[config.mk]
export PLATFORM = sky130hd
export DESIGN_NAME = chord_ahb_fifo_bridge_flat
export DESIGN_NICKNAME = d
export VERILOG_FILES = /design/src/rtl/chord_bus_pkg.sv /design/src/rtl/chord_ahb_fifo_bridge_if.sv /design/src/rtl/chord_sync_fifo.sv /design/src/rtl/chord_ahb_fifo_bridge.sv /design/src/flat_wrapper.sv
export SDC_FILE = /design/constraint.sdc
export NUM_CORES = 1
export LEC_CHECK = 0
export BUFFER_PORTS_ARGS = -buffer_cell sky130_fd_sc_hd__buf_2
export CAP_MARGIN = 20
export CORE_UTILIZATION = 59
export CTS_CLUSTER_SIZE = 30
export DETAILED_ROUTE_END_ITERATION = 10
export GPL_ROUTABILITY_DRIVEN = 0
export GPL_TIMING_DRIVEN = 0
export PLACE_DENSITY = 0.8
export SLEW_MARGIN = 0
export SYNTH_ARGS = -nofsm -noshare
export SYNTH_HDL_FRONTEND = slang
export SYNTH_SLANG_ARGS = --single-unit
[constraint.sdc]
create_clock -name HCLK -period 6.56 [get_ports HCLK]
set_input_delay 0.328 -clock HCLK [delete_from_list [all_inputs] [get_ports HCLK]]
set_output_delay 0.328 -clock HCLK [all_outputs]
set_load 0.01 [all_outputs]
[src/rtl/chord_bus_pkg.sv]
// Shared encodings for the CHORD AHB-Lite FIFO bridge: bus codes, register map,
// STATUS/CTRL bit positions and the data-phase FSM state type.
package chord_bus_pkg;

  localparam logic [1:0] HTRANS_NONSEQ = 2'b10;
  localparam logic [1:0] HTRANS_SEQ    = 2'b11;

  localparam logic [1:0] HRESP_OKAY  = 2'b00;
  localparam logic [1:0] HRESP_ERROR = 2'b01;

  localparam logic [2:0] HSIZE_WORD = 3'b010;

  localparam logic [1:0] REG_DATA     = 2'd0;
  localparam logic [1:0] REG_STATUS   = 2'd1;
  localparam logic [1:0] REG_CTRL     = 2'd2;
  localparam logic [1:0] REG_UNMAPPED = 2'd3;

  localparam int ST_TX_OVF   = 0;
  localparam int ST_RX_UNF   = 1;
  localparam int ST_TX_FULL  = 2;
  localparam int ST_RX_EMPTY = 3;
  localparam int ST_TX_CNT   = 8;
  localparam int ST_RX_CNT   = 16;

  localparam int CTRL_IRQ_EN = 0;
  localparam int CTRL_RX_THR = 8;

  typedef enum logic [1:0] {
    ST_IDLE,
    ST_DATA,
    ST_ERR1
  } ahb_state_e;

  // Address-phase attributes carried into the data phase.
  typedef struct packed {
    logic [1:0] off;
    logic       write;
    logic       size_ok;
  } aph_t;

  typedef struct packed {
    logic [7:0] rx_thr;
    logic       irq_en;
  } ctrl_t;

  function automatic logic is_xfer(input logic hsel, input logic hready, input logic [1:0] htrans);
    return hsel & hready & ((htrans == HTRANS_NONSEQ) | (htrans == HTRANS_SEQ));
  endfunction

endpackage

[src/rtl/chord_ahb_fifo_bridge_if.sv]
// AHB-Lite slave bus plus the two core-side streams of the CHORD FIFO bridge.
// slave = bridge view; master = bus master / core view.
interface chord_ahb_fifo_bridge_if #(
  parameter int WIDTH = 32
);
  logic             HSEL;
  logic             HWRITE;
  logic             HREADY;
  logic             HMASTLOCK;
  logic [31:0]      HADDR;
  logic [1:0]       HTRANS;
  logic [2:0]       HSIZE;
  logic [2:0]       HBURST;
  logic [3:0]       HPROT;
  logic [31:0]      HWDATA;
  logic [31:0]      HRDATA;
  logic             HREADYOUT;
  logic [1:0]       HRESP;
  logic             INTR;

  logic [WIDTH-1:0] out_interface;
  logic             valid_out_interface;
  logic             ready_out_interface;
  logic [WIDTH-1:0] in_interface;
  logic             valid_in_interface;
  logic             ready_in_interface;

  modport slave (
    input  HSEL, HWRITE, HREADY, HMASTLOCK, HADDR, HTRANS, HSIZE, HBURST, HPROT, HWDATA,
    output HRDATA, HREADYOUT, HRESP, INTR,
    output out_interface, valid_out_interface,
    input  ready_out_interface,
    input  in_interface, valid_in_interface,
    output ready_in_interface
  );

  modport master (
    output HSEL, HWRITE, HREADY, HMASTLOCK, HADDR, HTRANS, HSIZE, HBURST, HPROT, HWDATA,
    input  HRDATA, HREADYOUT, HRESP, INTR,
    input  out_interface, valid_out_interface,
    output ready_out_interface,
    output in_interface, valid_in_interface,
    input  ready_in_interface
  );

endinterface

[src/rtl/chord_sync_fifo.sv]
// Synchronous FIFO, power-of-two DEPTH; registered count, head readable combinationally.
// Push ignored when full, pop ignored when empty; simultaneous push+pop keeps count.
module chord_sync_fifo #(
  parameter int WIDTH = 32,
  parameter int DEPTH = 8,
  localparam int AW = (DEPTH > 1) ? $clog2(DEPTH) : 1,
  localparam int CW = $clog2(DEPTH) + 1
) (
  input  logic             clk,
  input  logic             rst_n,
  input  logic             push,
  input  logic [WIDTH-1:0] push_data,
  input  logic             pop,
  output logic [WIDTH-1:0] pop_data,
  output logic [CW-1:0]    count,
  output logic             full,
  output logic             empty
);

  logic [WIDTH-1:0] mem [DEPTH];
  logic [AW-1:0]    wr_ptr;
  logic [AW-1:0]    rd_ptr;
  logic             do_push;
  logic             do_pop;

  assign full     = (count == CW'(DEPTH));
  assign empty    = (count == '0);
  assign do_push  = push & ~full;
  assign do_pop   = pop & ~empty;
  assign pop_data = mem[rd_ptr];

  always_ff @(posedge clk) begin
    if (do_push) begin
      mem[wr_ptr] <= push_data;
    end
  end

  // Pointers wrap naturally because DEPTH is a power of two.
  always_ff @(posedge clk or negedge rst_n) begin
    if (!rst_n) begin
      wr_ptr <= '0;
      rd_ptr <= '0;
      count  <= '0;
    end else begin
      if (do_push) wr_ptr <= wr_ptr + 1'b1;
      if (do_pop)  rd_ptr <= rd_ptr + 1'b1;
      case ({do_push, do_pop})
        2'b10:   count <= count + 1'b1;
        2'b01:   count <= count - 1'b1;
        default: count <= count;
      endcase
    end
  end

endmodule

[src/rtl/chord_ahb_fifo_bridge.sv]
// AHB-Lite slave bridging the bus to the CHORD core via TX/RX FIFOs, with status/ctrl and INTR.
// Zero-wait OKAY, two-cycle ERROR; core streams backpressured by FIFO full/empty.
module chord_ahb_fifo_bridge
  import chord_bus_pkg::*;
#(
  parameter int TX_DEPTH = 8,
  parameter int RX_DEPTH = 8,
  parameter int WIDTH    = 32
) (
  input  logic                    HCLK,
  input  logic                    HRESETn,
  chord_ahb_fifo_bridge_if.slave  bus
);

  localparam int TXCW = $clog2(TX_DEPTH) + 1;
  localparam int RXCW = $clog2(RX_DEPTH) + 1;

  ahb_state_e       state, state_nxt;
  aph_t             aph, aph_nxt;
  ctrl_t            ctrl;
  logic             tx_ovf, rx_unf, intr;

  logic [WIDTH-1:0] tx_head, rx_head;
  logic [TXCW-1:0]  tx_count;
  logic [RXCW-1:0]  rx_count;
  logic             tx_full, tx_empty, rx_full, rx_empty;
  logic             tx_push, tx_pop, rx_push, rx_pop;

  logic             off_data, tx_ovf_hit, rx_unf_hit, dp_err, err_cycle1;
  logic             st_wr, ctrl_wr, sample, accept;
  logic [7:0]       rx_cnt8;
  logic [31:0]      status_word, ctrl_word, hrdata;
  logic             irq_cond;
  logic             unused_ok;

  chord_sync_fifo #(.WIDTH(WIDTH), .DEPTH(TX_DEPTH)) u_tx_fifo (
    .clk       (HCLK),
    .rst_n     (HRESETn),
    .push      (tx_push),
    .push_data (bus.HWDATA[WIDTH-1:0]),
    .pop       (tx_pop),
    .pop_data  (tx_head),
    .count     (tx_count),
    .full      (tx_full),
    .empty     (tx_empty)
  );

  chord_sync_fifo #(.WIDTH(WIDTH), .DEPTH(RX_DEPTH)) u_rx_fifo (
    .clk       (HCLK),
    .rst_n     (HRESETn),
    .push      (rx_push),
    .push_data (bus.in_interface),
    .pop       (rx_pop),
    .pop_data  (rx_head),
    .count     (rx_count),
    .full      (rx_full),
    .empty     (rx_empty)
  );

  // Core side: flags from registered counts only.
  assign bus.valid_out_interface = ~tx_empty;
  assign bus.ready_in_interface  = ~rx_full;
  assign bus.out_interface       = tx_empty ? '0 : tx_head;
  assign tx_pop  = bus.valid_out_interface & bus.ready_out_interface;
  assign rx_push = bus.valid_in_interface & bus.ready_in_interface;

  assign accept = is_xfer(bus.HSEL, bus.HREADY, bus.HTRANS);

  // Error classification uses counts as they stand at the start of the data phase.
  always_comb begin
    off_data   = (aph.off == REG_DATA);
    tx_ovf_hit = aph.size_ok & off_data & aph.write & tx_full;
    rx_unf_hit = aph.size_ok & off_data & ~aph.write & rx_empty;
    dp_err     = ~aph.size_ok | (aph.off == REG_UNMAPPED) | tx_ovf_hit | rx_unf_hit;
  end

  assign err_cycle1    = (state == ST_DATA) & dp_err;
  assign bus.HREADYOUT = ~err_cycle1;
  assign bus.HRESP     = (err_cycle1 | (state == ST_ERR1)) ? HRESP_ERROR : HRESP_OKAY;

  always_comb begin
    state_nxt = state;
    aph_nxt   = aph;
    tx_push   = 1'b0;
    rx_pop    = 1'b0;
    st_wr     = 1'b0;
    ctrl_wr   = 1'b0;
    sample    = 1'b0;
    case (state)
      ST_IDLE: sample = 1'b1;
      ST_DATA: begin
        if (dp_err) begin
          state_nxt = ST_ERR1;
        end else begin
          sample  = 1'b1;
          tx_push = off_data & aph.write;
          rx_pop  = off_data & ~aph.write;
          st_wr   = (aph.off == REG_STATUS) & aph.write;
          ctrl_wr = (aph.off == REG_CTRL) & aph.write;
        end
      end
      ST_ERR1: sample = 1'b1;
      default: state_nxt = ST_IDLE;
    endcase
    if (sample) begin
      if (accept) begin
        state_nxt       = ST_DATA;
        aph_nxt.off     = bus.HADDR[3:2];
        aph_nxt.write   = bus.HWRITE;
        aph_nxt.size_ok = (bus.HSIZE == HSIZE_WORD);
      end else begin
        state_nxt = ST_IDLE;
      end
    end
  end

  always_ff @(posedge HCLK or negedge HRESETn) begin
    if (!HRESETn) begin
      state <= ST_IDLE;
      aph   <= '0;
    end else begin
      state <= state_nxt;
      aph   <= aph_nxt;
    end
  end

  assign rx_cnt8  = 8'(rx_count);
  assign irq_cond = ctrl.irq_en &
                    (((ctrl.rx_thr != 8'd0) & (rx_cnt8 >= ctrl.rx_thr)) | tx_ovf | rx_unf);

  // Sticky flags: error sets are OR-ed after the W1C mask so a set always wins.
  always_ff @(posedge HCLK or negedge HRESETn) begin
    if (!HRESETn) begin
      tx_ovf <= 1'b0;
      rx_unf <= 1'b0;
      ctrl   <= '0;
      intr   <= 1'b0;
    end else begin
      tx_ovf <= (tx_ovf & ~(st_wr & bus.HWDATA[ST_TX_OVF])) | (err_cycle1 & tx_ovf_hit);
      rx_unf <= (rx_unf & ~(st_wr & bus.HWDATA[ST_RX_UNF])) | (err_cycle1 & rx_unf_hit);
      if (ctrl_wr) begin
        ctrl.irq_en <= bus.HWDATA[CTRL_IRQ_EN];
        ctrl.rx_thr <= bus.HWDATA[CTRL_RX_THR +: 8];
      end
      intr <= irq_cond;
    end
  end

  assign bus.INTR = intr;

  always_comb begin
    status_word                    = '0;
    status_word[ST_TX_OVF]         = tx_ovf;
    status_word[ST_RX_UNF]         = rx_unf;
    status_word[ST_TX_FULL]        = tx_full;
    status_word[ST_RX_EMPTY]       = rx_empty;
    status_word[ST_TX_CNT +: 8]    = 8'(tx_count);
    status_word[ST_RX_CNT +: 8]    = rx_cnt8;
    ctrl_word                      = '0;
    ctrl_word[CTRL_IRQ_EN]         = ctrl.irq_en;
    ctrl_word[CTRL_RX_THR +: 8]    = ctrl.rx_thr;
  end

  always_comb begin
    hrdata = '0;
    if ((state == ST_DATA) && !aph.write && !dp_err) begin
      case (aph.off)
        REG_DATA:   hrdata = 32'(rx_head);
        REG_STATUS: hrdata = status_word;
        REG_CTRL:   hrdata = ctrl_word;
        default:    hrdata = '0;
      endcase
    end
  end

  assign bus.HRDATA = hrdata;

  assign unused_ok = ^{bus.HMASTLOCK, bus.HBURST, bus.HPROT, bus.HADDR[31:4], bus.HADDR[1:0],
                       bus.HWDATA};

endmodule

[src/flat_wrapper.sv]
// flat-port wrapper written by rule: the top's interface ports become plain ports
module chord_ahb_fifo_bridge_flat import chord_bus_pkg::*;
#(
  parameter int TX_DEPTH = 8,
  parameter int RX_DEPTH = 8,
  parameter int WIDTH    = 32
)
  (HCLK, HRESETn, bus_HSEL, bus_HWRITE, bus_HREADY, bus_HMASTLOCK, bus_HADDR, bus_HTRANS, bus_HSIZE, bus_HBURST, bus_HPROT, bus_HWDATA, bus_HRDATA, bus_HREADYOUT, bus_HRESP, bus_INTR, bus_out_interface, bus_valid_out_interface, bus_ready_out_interface, bus_in_interface, bus_valid_in_interface, bus_ready_in_interface);
  chord_ahb_fifo_bridge_if #(.WIDTH(WIDTH)) bus_i ();
  input  logic HCLK;
  input  logic HRESETn;
  input wire logic [$bits(bus_i.HSEL)-1:0] bus_HSEL;
  input wire logic [$bits(bus_i.HWRITE)-1:0] bus_HWRITE;
  input wire logic [$bits(bus_i.HREADY)-1:0] bus_HREADY;
  input wire logic [$bits(bus_i.HMASTLOCK)-1:0] bus_HMASTLOCK;
  input wire logic [$bits(bus_i.HADDR)-1:0] bus_HADDR;
  input wire logic [$bits(bus_i.HTRANS)-1:0] bus_HTRANS;
  input wire logic [$bits(bus_i.HSIZE)-1:0] bus_HSIZE;
  input wire logic [$bits(bus_i.HBURST)-1:0] bus_HBURST;
  input wire logic [$bits(bus_i.HPROT)-1:0] bus_HPROT;
  input wire logic [$bits(bus_i.HWDATA)-1:0] bus_HWDATA;
  output wire logic [$bits(bus_i.HRDATA)-1:0] bus_HRDATA;
  output wire logic [$bits(bus_i.HREADYOUT)-1:0] bus_HREADYOUT;
  output wire logic [$bits(bus_i.HRESP)-1:0] bus_HRESP;
  output wire logic [$bits(bus_i.INTR)-1:0] bus_INTR;
  output wire logic [$bits(bus_i.out_interface)-1:0] bus_out_interface;
  output wire logic [$bits(bus_i.valid_out_interface)-1:0] bus_valid_out_interface;
  input wire logic [$bits(bus_i.ready_out_interface)-1:0] bus_ready_out_interface;
  input wire logic [$bits(bus_i.in_interface)-1:0] bus_in_interface;
  input wire logic [$bits(bus_i.valid_in_interface)-1:0] bus_valid_in_interface;
  output wire logic [$bits(bus_i.ready_in_interface)-1:0] bus_ready_in_interface;
  assign bus_i.HSEL = bus_HSEL;
  assign bus_i.HWRITE = bus_HWRITE;
  assign bus_i.HREADY = bus_HREADY;
  assign bus_i.HMASTLOCK = bus_HMASTLOCK;
  assign bus_i.HADDR = bus_HADDR;
  assign bus_i.HTRANS = bus_HTRANS;
  assign bus_i.HSIZE = bus_HSIZE;
  assign bus_i.HBURST = bus_HBURST;
  assign bus_i.HPROT = bus_HPROT;
  assign bus_i.HWDATA = bus_HWDATA;
  assign bus_HRDATA = bus_i.HRDATA;
  assign bus_HREADYOUT = bus_i.HREADYOUT;
  assign bus_HRESP = bus_i.HRESP;
  assign bus_INTR = bus_i.INTR;
  assign bus_out_interface = bus_i.out_interface;
  assign bus_valid_out_interface = bus_i.valid_out_interface;
  assign bus_i.ready_out_interface = bus_ready_out_interface;
  assign bus_i.in_interface = bus_in_interface;
  assign bus_i.valid_in_interface = bus_valid_in_interface;
  assign bus_ready_in_interface = bus_i.ready_in_interface;
  chord_ahb_fifo_bridge #(.TX_DEPTH(TX_DEPTH), .RX_DEPTH(RX_DEPTH), .WIDTH(WIDTH)) u_core (.HCLK(HCLK), .HRESETn(HRESETn), .bus(bus_i));
endmodule
# Word-level counts from Yosys, hierarchy flattened
# Memory sizes are Yosys's and may differ from the RTL's.
# Cells that the tools add are included.
[word_totals]
reg_bits = 38
latchBits = 0
mem_bits_rw = 512
mem_bits_ro = 0
output_inout_bits = 70
n_memories = 2
[memory_table]
columns = ["memory", "depth", "width", "rd", "rd_ports_with_merged_regs", "write_ports", "line_no", "source"]
rows = [
  ["u_core.u_rx_fifo.mem", 8, 32, 1, 0, 1, "chord_sync_fifo.sv:20", "logic [WIDTH-1:0] mem [DEPTH];"],
  ["u_core.u_tx_fifo.mem", 8, 32, 1, 0, 1, "chord_sync_fifo.sv:20", ""],
]
[classes]
n_addsub = 8
n_mul = 0
div_mod_pow = 0
order_cmp = 1
eq_ne = 16
shift = 0
muxes = 24
bitwise = 44
reduce_logical = 14
[ops]
columns = ["operator", "n"]
rows = [
  ["$pmux 32 s3", 1],
  ["$mux 32", 2],
  ["$and 1x1->1", 26],
  ["$pmux 4 s2", 2],
  ["$mux 1", 15],
  ["$eq 2x2->1 const B", 7],
  ["$add 3x1->3 const B", 4],
  ["$not 1->1", 9],
  ["$or 1x1->1", 9],
  ["$add 4x1->4 const B", 2],
  ["$eq 2x1->1 const B", 4],
  ["$eq 4x4->1 const B", 2],
  ["$ge 4x8->1", 1],
  ["$logic_not 4->1", 2],
  ["$reduce_bool 8->1", 1],
  ["$sub 4x1->4 const B", 2],
  ["$logic_not 2->1", 2],
  ["$mux 2", 2],
  ["$pmux 2 s2", 1],
  ["$reduce_and 2->1", 2],
  ["$reduce_bool 2->1", 2],
  ["$eq 3x2->1 const B", 1],
  ["$ne 3x1->1 const B", 1],
  ["$logic_and 1x1->1", 2],
  ["other kinds (4)", 5],
]

# Depth between registers and ports, before layout
# Gate-level depths: netlist (run 1).
[depth]
ltp_word = 12
mapped_depth = 12
depth_no_buf = 10

# Hierarchy
# A second synthesis (run 1) with hierarchy kept.
[hier_totals]
hier_cells = 1055
area_unflattened_um2 = 22343.9
[modules_own_cells]
columns = ["module", "instances", "cells_each", "area_per_inst_um2", "seq_area_each_um2"]
rows = [
  ["chord_sync_fifo at u_core.u_rx_fifo", 1, 437, 10372.4, 7937.6],
  ["chord_sync_fifo at u_core.u_tx_fifo", 1, 437, 10348.7, 7937.6],
  ["chord_ahb_fifo_bridge", 1, 181, 1622.8, 450.4],
]

# Worst setup path before layout (run 1)
# Ideal clock, no wire load.
[synth_path]
kind = "flip-flop to flip-flop"
from = "register u_core.aph[2] (netlist name)"
to = "memory u_core.u_tx_fifo.mem[0][0] (enable)"
setup_ns = 0.501
arrival_ns = 4.390
t_required_ns = 6.059
setup_slack_ns = 1.669
stages_incl_launch_ff = 5
n_path_buf = 0
synth_period_minus_slack_ns = 4.891
cell_sequence = "dfrtp_1 or3b_1 nor3_1 inv_2 nor4_1"
[synth_via]
elab_chain_len = 11
word_cells_on_any_way = 16
[synth_lines]
columns = ["element", "line_no", "source"]
rows = [
  ["from (decl)", "chord_ahb_fifo_bridge.sv:19", "aph_t aph, aph_nxt;"],
  ["from (signal assigned)", "chord_ahb_fifo_bridge.sv:123", "aph <= aph_nxt;"],
  ["$logic_not 2->1", "chord_ahb_fifo_bridge.sv:71", "off_data = (aph.off == REG_DATA);"],
  ["$and 1x1->1", "chord_ahb_fifo_bridge.sv:72, chord_ahb_fifo_bridge.sv:73", ""],
  ["$and 1x1->1 (2 in series)", "chord_ahb_fifo_bridge.sv:72", "tx_ovf_hit = aph.size_ok & off_data & aph.write & tx_full;"],
  ["$or 1x1->1 (2 in series)", "chord_ahb_fifo_bridge.sv:74", "dp_err = ~aph.size_ok | (aph.off == REG_UNMAPPED) | tx_ovf_hit | rx_unf_hit;"],
  ["$mux 1 *", "chord_ahb_fifo_bridge.sv:92", "if (dp_err) begin"],
  ["$mux 1 *", "chord_ahb_fifo_bridge.sv:89", "case (state)"],
  ["$and 1x1->1 *", "chord_sync_fifo.sv:28", "assign do_push = push & ~full;"],
  ["$mux 1 *", "chord_sync_fifo.sv:33", "if (do_push) begin"],
  ["$mux 1 (implied by the code) *", "chord_sync_fifo.sv:34", "mem[wr_ptr] <= push_data;"],
  ["to (decl)", "chord_sync_fifo.sv:20", ""],
]
# Every way passes the cells marked *; elsewhere a longest branch is shown, timed or not.

# Worst setup path in the final report (run 1)
[layout_path]
from = "register u_core.u_tx_fifo.rd_ptr[1]"
to = "output bus_out_interface[1]"
[layout_via]
elab_chain_len = 2
[layout_lines]
columns = ["element", "line_no", "source"]
rows = [
  ["from (decl)", "chord_sync_fifo.sv:22", "logic [AW-1:0] rd_ptr;"],
  ["from (signal assigned)", "chord_sync_fifo.sv:46", "if (do_pop) rd_ptr <= rd_ptr + 1'b1;"],
  ["$mem_v2 8x32", "--", ""],
  ["$mux 32", "chord_ahb_fifo_bridge.sv:63", "assign bus.out_interface = tx_empty ? '0 : tx_head;"],
  ["to (decl)", "flat_wrapper.sv:26", "output wire logic [$bits(bus_i.out_interface)-1:0] bus_out_interface;"],
]
# No other way between the ends.

==> impl_metrics.csv, run 1 <==
group,metric,value,unit
sta,slew_headroom,24.84,%
synth,yosys.area_share.simple,3.554,%
place,io_buffers,145,
cells_and_area,fill_cells,2104,
global_route,grt_max_degree,39,
die,die_h,194.0,um
sta,fin_crit_sh,53.11,%
synth,yosys_warnings,0,
hold_path,hold_path.class,"input port to register",
global_route,grt_pass1_wl,72330,um
sta,fin_crit,3.484,ns
run_status,run_status,"complete, no violations",
global_route,grt_pass1_vias,12190,
synth,syn_area,0.02176,mm2
synth,synth-seq-area-share,75.04,%
synth,syn-num-nets,1198,
global_route,use_met2,46.15,%
setup_path,cp_max_fo,10,
setup_path,cp-end-kind,"output port",
sta,rsz0062_at_grt,"false",
synth,synth_cell_types,57,
route,drt_pre_antenna_iters,6,
die,num_rows,69,
sta,fin_skew,0.02238,ns
place,dp.final_hpwl,30430,um
global_route,grt_usage,26.13,%
route,route.detailed.wl_per_inst,25.95,um
clocking,clkLatencyLatePin,0.60,ns
sta,tns,0,ns
synth,synth_top_family_by_area,"multiplexers",
clocking,cts_tree,"built",
route,antenna_left,0,
clocking,cts_htree_levels,2,
synth,synth_fa_ha_area_share,0.8971,%
sta,drv_slew,0,
die,core_area,0.03591,mm2
sta,max_freq,287.0,MHz
clocking,numCtsBuffers,51,
cells_and_area,final_common_cell,"edfxtp_1",
global_route,grt_remaining_overflow,0,
setup_path,worstPathArrival,3.16,ns
global_route,grt_most_used_layer,"met2",
cells_and_area,syn_to_final_growth,17.41,%
die,start_util,60.58,%
synth,syn_inst,1067,
synth,avgSynthCellArea,20.39,um2
power_and_ir_drop,power.density,380.5,mW/mm2
die,die_w,194.0,um
setup_path,cp.required,6.23,ns
die,ios,186,
power_and_ir_drop,ir_drop,0.0003005,V
sta,finalHoldViolCount,0,
cells_and_area,layout_common_cells,"512 x edfxtp_1, 162 x buf_2, 122 x mux4_2",
route,drc,0,
cells_and_area,drive_above_1_share,32.15,%
route,vias,11490,
sta,whs,0.01611,ns
synth,synth_edf_count,512,
synth,synth_mux_area_share,16.47,%
die,die-area,0.03765,mm2
clocking,cts_buffer_depth,3,
sta,setup_viol,0,
global_route,use_met1,32.78,%
route,routed_wl,47750,um
route,drtIter0Drc,832,
synth,synth-seq-cells,550,
sta,tightestPinTransition,1.118,ns
cells_and_area,nets,1471,
global_route,globalRouteMet3Util,4.523,%
synth,async_flop_share,6.909,%
clocking,cts_sinks,550,
run,cap_violations,0,
clocking,clk_pin_slew,0.07,ns
synth,ys.flop_type,"edfxtp_1",
clocking,root_buffer,"clkbuf_16",
route,via_per_inst,6.246,
setup_path,cp-start-kind,"register",
synth,synth_compound_area_share,1.869,%
setup_path,worstSetupPathType,"register to output port",
synth,synth_xor_area_share,0.6038,%
power_and_ir_drop,p_leak,8.731,nW
global_route,antenna_found_initial,4,
==> stage by stage <==
step / worst slack, ns / power, mW / utilization (%) / instance area, um2 / instances
after floorplan: 1.669 / 6.183 / - / 21760 / 1067
after global placement: -1.714 / 6.913 / 64.21 / 23060 / 1673
after detailed placement: 3.335 / 7.059 / 65.93 / 23680 / 1713
after CTS: 3.051 / 9.772 / 71.12 / 25540 / 1839
after global routing: 2.969 / 10.10 / 71.13 / 25540 / 1840
final: 3.076 / 9.720 / 71.13 / 25540 / 1840
==> path summary, 6_finish.rpt <==
check	startpoint	to	slack, ns	depth (start not counted)
worst min register to register	u_core.rx_unf	u_core.rx_unf	0.56	1
worst max register to register	u_core.aph[2]	u_core.u_tx_fifo.mem[0][4]	3.26	6
worst min-delay path	bus_in_interface[14]	u_core.u_rx_fifo.mem[4][14]	0.02	1
min in group asynchronous	HRESETn	u_core.u_tx_fifo.wr_ptr[2]	0.41	2
max in group asynchronous	HRESETn	u_core.ctrl[2]	5.56	2
worst max-delay path	u_core.u_tx_fifo.rd_ptr[1]	bus_out_interface[1]	3.08	6
==> worst max-delay path, stage by stage, from the launching register on <==
cell and delay, ns:
dfrtp_1 0.37, clkbuf_1 0.60, buf_1 0.68, mux4_2 0.44, mux2i_1 0.17, nor2_1 0.11
buf_2 0.20
==> logic make-up after synthesis <==
family | count (synthesis)
xor+xnor | 15
other cells | 1
compound gates | 58
buf+inv | 68
mux | 204
fa+ha+maj | 15
flops | 550
simple gates | 156
==> area by class of cell <==
| class | instances | area [um2] | area share, % |
|---|---|---|---|
| inverters | 18 | 72.57 | 0.2841 |
| plain buffers | 50 | 265.3 | 1.038 |
| diodes | 1 | 2.502 | 0.009796 |
| repair buffers | 220 | 1598 | 6.255 |
| clock inverters | 24 | 156.4 | 0.6123 |
| multi-input cells | 449 | 5191 | 20.32 |
| well taps | 461 | 576.8 | 2.258 |
| clock buffers | 67 | 1356 | 5.310 |
| flip-flops and latches | 550 | 16330 | 63.91 |
==> cells in the mapped netlist, drive strengths merged, types with 7 or more instances <==
library cell | instances | area [um2]
a211oi | 13 | 97.59
a21oi | 12 | 60.06
a22oi | 12 | 90.09
buf | 33 | 201.4
clkbuf | 17 | 63.81
dfrtp | 38 | 950.9
edfxtp | 512 | 15370
ha | 14 | 175.2
inv | 17 | 68.82
mux2 | 12 | 135.1
mux2i | 70 | 700.7
mux4 | 122 | 2748
nand2 | 23 | 88.84
nand2b | 13 | 81.33
nand3 | 10 | 50.05
nor2 | 71 | 266.5
nor3 | 12 | 60.06
nor4 | 7 | 65.06
o21ai | 9 | 45.04
xnor2 | 9 | 78.83
==> power breakdown <==
group	switching, mW	total (mW)	internal [mW]
clock	1.25	2.71	1.46
sequential	0.164	4.32	4.16
combinational	1.44	2.69	1.24
==> flip-flops by register name, indices dropped and copies added, names as in the netlist, 2 cells and up <==
name and count:
u_core.u_rx_fifo.mem 256, u_core.u_tx_fifo.mem 256, u_core.ctrl 9, u_core.aph 4, u_core.u_rx_fifo.count 4, u_core.u_tx_fifo.count 4
u_core.u_rx_fifo.rd_ptr 3, u_core.u_rx_fifo.wr_ptr 3, u_core.u_tx_fifo.rd_ptr 3, u_core.u_tx_fifo.wr_ptr 3, u_core.state 2
==> metal layers <==
metal  vias up  part of all wire, %
met5         -                0.075
met4         6                  2.5
met2       535                   53
met3        98                  7.2
li1       4886                    -
met1      5968                   38
==> timing repair <==
| item | in CTS | in global routing |
|---|---|---|
| buffers inserted | 0 | 0 |
| hold endpoints to repair | 258 | 0 |
| resized for setup | 0 | 0 |
| hold buffers | 35 | 0 |
(Power assumes the default switching activity.)
==> run 2, diff against run 1 <==
CORE_UTILIZATION = 54   (was 59)
PLACE_DENSITY = 0.77   (was 0.8)
clock period = 2.9 ns   (was 6.56 ns; I/O delays follow)
==> run 2 against run 1 <==
Net effect: sequential share of layout area shrank 1.9 points; clock skew shrank 0.00072 ns; wire length is essentially flat; total power grew 130%.
==> impl_metrics.csv, run 2 (synthesis results as in run 1) <==
group,metric,value,unit
run_status,run_status,"complete, no violations",
sta,rsz0062_at_grt,"true",
sta,setup_viol,0,
cells_and_area,top_regs,"u_core.u_rx_fifo.mem (256), u_core.u_tx_fifo.mem (256), u_core.ctrl (9)",
setup_path,ff2ff_path_depth,9,
die,ios,186,
clocking,clk_pin_slew,0.06,ns
hold_path,hold_path.class,"input port to register",
clocking,cts_tree,"built",
setup_path,slowest_delay,0.35,ns
clocking,clkLatencyLatePin,0.59,ns
power_and_ir_drop,p_leak,8.992,nW
sta,whs,0.05666,ns
setup_path,r2r-start,"u_core.aph[1]",
die,die_w,202.7,um
clocking,root_buffer,"clkbuf_16",
power_and_ir_drop,power,22.50,mW
route,vias,11520,
cells_and_area,syn_to_final_growth,21.00,%
setup_path,rr_endpoint,"u_core.u_rx_fifo.count[3]",
die,num_rows,73,
route,drt_pre_antenna_iters,7,
global_route,grt_usage,23.81,%
sta,tns,0,ns
clocking,cts_buffer_depth,3,
power_and_ir_drop,power.density,854.8,mW/mm2
place,dp.final_hpwl,29900,um
global_route,grt_max_degree,39,
clocking,cts_htree_levels,2,
global_route,grt_pass1_vias,12000,
sta,fin_crit_sh,97.21,%
hold_path,holdPathEnd,"u_core.state[0]",
place,io_buffers,145,
cells_and_area,final_common_cell,"edfxtp_1",
die,die-area,0.04110,mm2
route,drc,0,
sta,fin_skew,0.02166,ns
cells_and_area,drive_above_1_share,32.72,%
cells_and_area,nets,1506,
sta,tightestPinTransition,0.9842,ns
setup_path,worstPathArrival,2.67,ns
setup_path,cp.required,2.76,ns
setup_path,cpMaxStageDelayCell,"dfrtp_1",
route,routed_wl,47720,um
die,die_h,202.7,um
global_route,antenna_found_initial,1,
die,start_util,54.76,%
global_route,grt_pass1_wl,71910,um
route,route.detailed.wl_per_inst,24.55,um
die,core_area,0.03973,mm2
sta,setup_slack,0.08082,ns
setup_path,rrSetupSlack,0.11,ns
sta,max_freq,354.7,MHz
route,via_per_inst,5.925,
setup_path,cp-start-kind,"register",
clocking,numCtsBuffers,52,
place,pre_cts_slack,-0.2722,ns
setup_path,crit_top_cell,"buf_2",
sta,fin_crit,2.819,ns
sta,slew_headroom,34.38,%
setup_path,worstSetupPathType,"register to output port",
setup_path,cp_cell_sequence,"buf_2, buf_2, nor2_1, a22oi_1, nand3_1, a21oi_1, buf_2",
route,antenna_left,0,
route,drtIter0Drc,911,
global_route,grt_remaining_overflow,0,
power_and_ir_drop,ir_drop,0.0006248,V
setup_path,cp_max_fo,10,
setup_path,cp-end-kind,"output port",
sta,finalHoldViolCount,0,
hold_path,hold_start,"bus_HREADY",
sta,drv_slew,0,
run,cap_violations,0,
hold_path,hold_depth,5,
clocking,cts_sinks,550,
cells_and_area,layout_common_cells,"512 x edfxtp_1, 156 x buf_2, 122 x mux4_2",
[run 2: cell types whose count changed in the layout (fill, tap and decap cells not counted), moves of 6 or more]
cell | before | now
buf_2 | 162 | 156
clkbuf_1 | 31 | 23
clkbuf_2 | 0 | 11
clkinv_1 | 7 | 16
dlygate4sd3_1 | 35 | 71
nor3_2 | 8 | 2
nor3_4 | 0 | 7
[run 2: worst max-delay path by stage]
stage	startpoint	endpoint	slack (ns)	depth (start not counted)
6_report	u_core.u_rx_fifo.rd_ptr[1]	bus_HRDATA[2]	0.08	7
5_1_grt	u_core.aph[3]	bus_HRDATA[17]	-0.05	6
4_1_cts	u_core.u_rx_fifo.rd_ptr[0]	bus_HRDATA[10]	0.001	8
3_5_place_dp	u_core.aph[2]	u_core.u_tx_fifo.mem[2][7]	-0.27	6
3_3_place_gp	u_core.u_rx_fifo.count[2]	u_core.u_rx_fifo.mem[2][23]	-3.04	4
2_1_floorplan	u_core.u_rx_fifo.count[0]	u_core.u_rx_fifo.mem[2][0]	-0.68	4
[run 2: what timing repair did]
item | 4_1_cts | 5_1_grt
hold buffers | 71 | 0
pin swaps | 2 | 2
cloned | 0 | 0
gates resized for setup | 21 | 25
endpoints found under the hold margin | 566 | 0
setup endpoints to repair | 86 | 42
buffers inserted | 2 | 3
[run 2: critical path, delay by kind of cell (launching register included)]
| kind | cells | cell delay [ns] |
|---|---|---|
| simple gates | 2 | 0.31 |
| flops | 1 | 0.35 |
| buf+inv | 3 | 0.81 |
| compound gates | 2 | 0.59 |
[run 2: cell type report]
type / instances / area [um2]
multi-input cells: 449 / 5315
diodes: 1 / 2.502
repair buffers: 254 / 2039
clock inverters: 28 / 206.4
well taps: 525 / 656.9
clock buffers: 69 / 1386
inverters: 18 / 72.57
flip-flops and latches: 550 / 16330
plain buffers: 50 / 320.3
fillers: 2533 / 13410
[run 2: metrics by stage]
step | utilization (%) | area, um2 | cells
floorplan | - | 21840 | 1067
finish | 66.26 | 26330 | 1944
global route | 66.26 | 26330 | 1944
CTS | 65.99 | 26220 | 1940
global placement | 58.44 | 23220 | 1737
detailed placement | 60.03 | 23850 | 1770
[run 2: layer usage]
metal | GRT usage [%] | vias up | share of wire (%)
met1 | 30.53 | 5946 | 38
met4 | 6.525 | 0 | 2.0
met2 | 41.56 | 518 | 53
li1 | - | 4972 | -
met5 | 0 | - | 0
met3 | 4.735 | 82 | 7.3
[run 2: power by group]
group | total (mW) | switching (mW) | internal, mW
registers | 9.79 | 0.391 | 9.40
clock network | 6.39 | 2.84 | 3.55
logic | 6.31 | 3.37 | 2.95
==> run 3, diff against run 2 <==
ABC_CLOCK_PERIOD_IN_PS = 2900   (was unset)
BUFFER_PORTS_ARGS = -buffer_cell sky130_fd_sc_hd__buf_4   (was -buffer_cell sky130_fd_sc_hd__buf_2)
SKIP_LAST_GASP = 1   (was unset)
==> run 3 against run 2 <==
Net effect: the flow now finishes with violations (negative setup slack); sequential share of layout area shrank 1.1 points; hold slack gained 0.0015 ns; worst setup slack lost 0.090 ns; register-to-register slack lost 0.02 ns.
==> impl_metrics.csv, run 3 (synthesis results as in run 1) <==
group,metric,value,unit
clocking,cts_tree,"built",
setup_path,r2r-start,"u_core.u_rx_fifo.count[2]",
place,io_buffers,145,
setup_path,worstSetupPathType,"register to output port",
setup_path,cp.required,2.76,ns
die,ios,186,
setup_path,cp-end-kind,"output port",
run_status,run_status,"finished, violations left",
route,routed_wl,46690,um
route,vias,11430,
die,die_w,202.7,um
cells_and_area,top_regs,"u_core.u_rx_fifo.mem (256), u_core.u_tx_fifo.mem (256), u_core.ctrl (9)",
global_route,antenna_found_initial,1,
hold_path,holdPathEnd,"u_core.state[0]",
sta,drv_slew,0,
run,cap_violations,0,
run_status,violations,"negative setup slack",
place,pre_cts_slack,-0.1575,ns
hold_path,hold_depth,5,
power_and_ir_drop,power.density,863.4,mW/mm2
hold_path,hold_start,"bus_HREADY",
clocking,cts_buffer_depth,3,
sta,tightestPinTransition,0.8555,ns
sta,fin_crit_sh,100.3,%
sta,slew_headroom,42.97,%
die,num_rows,73,
power_and_ir_drop,p_leak,9.145,nW
clocking,clkLatencyLatePin,0.61,ns
power_and_ir_drop,ir_drop,0.0006399,V
clocking,cts_htree_levels,2,
die,die_h,202.7,um
setup_path,cp_max_fo,10,
clocking,clk_pin_slew,0.06,ns
route,route.detailed.wl_per_inst,24.05,um
place,dp.final_hpwl,29830,um
route,drtIter0Drc,1001,
setup_path,worstPathArrival,2.76,ns
route,drt_pre_antenna_iters,5,
die,start_util,54.76,%
cells_and_area,final_common_cell,"edfxtp_1",
global_route,grt_pass1_vias,11910,
hold_path,hold_path.class,"input port to register",
setup_path,cp-start-kind,"register",
cells_and_area,drive_above_1_share,32.86,%
sta,max_freq,343.7,MHz
setup_path,rr_endpoint,"u_core.u_rx_fifo.mem[2][30]",
global_route,grt_usage,23.27,%
clocking,cts_sinks,550,
global_route,grt_pass1_wl,70820,um
sta,setup_viol,1,
cells_and_area,layout_common_cells,"512 x edfxtp_1, 157 x buf_4, 122 x mux4_2",
sta,finalHoldViolCount,0,
global_route,grt_max_degree,39,
setup_path,ff2ff_path_depth,8,
setup_path,rrSetupSlack,0.09,ns
cells_and_area,fill_cells,2474,
clocking,root_buffer,"clkbuf_16",
route,via_per_inst,5.888,
cells_and_area,syn_to_final_growth,23.12,%
sta,setup_slack,-0.009143,ns
cells_and_area,regArea,0.01633,mm2
global_route,grt_remaining_overflow,0,
route,antenna_left,0,
sta,fin_skew,0.02131,ns
clocking,numCtsBuffers,54,
route,drc,0,
sta,fin_crit,2.909,ns
sta,whs,0.05813,ns
die,die-area,0.04110,mm2
cells_and_area,multiInputGateArea,0.005279,mm2
die,core_area,0.03973,mm2
cells_and_area,nets,1505,
sta,rsz0062_at_grt,"true",
run 3: changes by cell type in the layout (fill, tap and decap cells not counted), moves of 2 or more:
| cell | change |
|---|---|
| a211oi_1 | +2 |
| a211oi_2 | -2 |
| clkbuf_8 | +2 |
| clkinv_1 | -7 |
| clkbuf_1 | -2 |
| bufinv_16 | +3 |
| clkinv_2 | +3 |
| buf_4 | +142 |
| buf_2 | -145 |
| a21oi_2 | +2 |
run 3: cell type report:
| class | instances | share of cell area, % |
|---|---|---|
| inverter | 18 | 0.2709 |
| multi-input combinational | 449 | 19.71 |
| clock inverter | 28 | 1.158 |
| tap | 525 | 2.452 |
| buffer | 50 | 1.182 |
| timing repair buffer | 251 | 8.949 |
| clock buffer | 69 | 5.329 |
| sequential | 550 | 60.94 |
| antenna | 1 | 0.009341 |
run 3: worst max-delay path by stage:
stage | from | to | slack (ns) | cells after the start
after floorplan | u_core.u_rx_fifo.count[0] | u_core.u_rx_fifo.mem[2][0] | -0.68 | 4
after global placement | u_core.u_rx_fifo.count[2] | u_core.u_rx_fifo.mem[2][22] | -3.11 | 4
after detailed placement | u_core.aph[2] | u_core.u_tx_fifo.mem[1][5] | -0.16 | 6
after CTS | u_core.u_rx_fifo.rd_ptr[0] | bus_HRDATA[0] | 0.004 | 8
after global routing | u_core.aph[3] | bus_HRDATA[17] | -0.09 | 6
final | u_core.u_rx_fifo.rd_ptr[1] | bus_HRDATA[17] | -0.009 | 6
run 3: repair_timing:
action / in CTS / in global routing
gates resized for setup: 17 / 21
hold endpoints to repair: 566 / 0
buffers inserted: 2 / 0
hold buffers: 71 / 0
setup endpoints to repair: 86 / 48
pin swaps: 2 / 1
run 3: layer usage:
metal / vias to the layer above / wire length (um) / global-route usage, %
li1: 4969 / - / -
met1: 5871 / 18310 / 31.02
met2: 493 / 23800 / 39.03
met3: 95 / 3301 / 3.981
met4: 0 / 1277 / 8.163
met5: - / 0 / 0
run 3: through the flow:
step	utilization [%]	cell area (um2)	TNS [ns]	total power [mW]	cells
2_1_floorplan	-	21840	-71.11	14.00	1067
3_3_place_gp	59.35	23580	-699.11	15.96	1737
3_5_place_dp	60.99	24230	-1.666	16.28	1770
4_1_cts	67.27	26730	0	23.25	1940
5_1_grt	67.42	26790	-0.6145	24.07	1941
6_report	67.42	26790	-0.009143	23.13	1941
run 3: power breakdown:
group / internal (mW) / total, mW / switching, mW
registers: 9.40 / 9.78 / 0.380
logic: 3.17 / 6.49 / 3.32
clock network: 3.94 / 6.86 / 2.92
total: 16.5 / 23.1 / 6.61
run 3: critical path, stage by stage, from the launching register on:
cell and delay (ns):
dfrtp_1 0.36, buf_2 0.28, buf_2 0.34, buf_4 0.30, a211oi_1 0.12, a211oi_1 0.51
buf_4 0.23
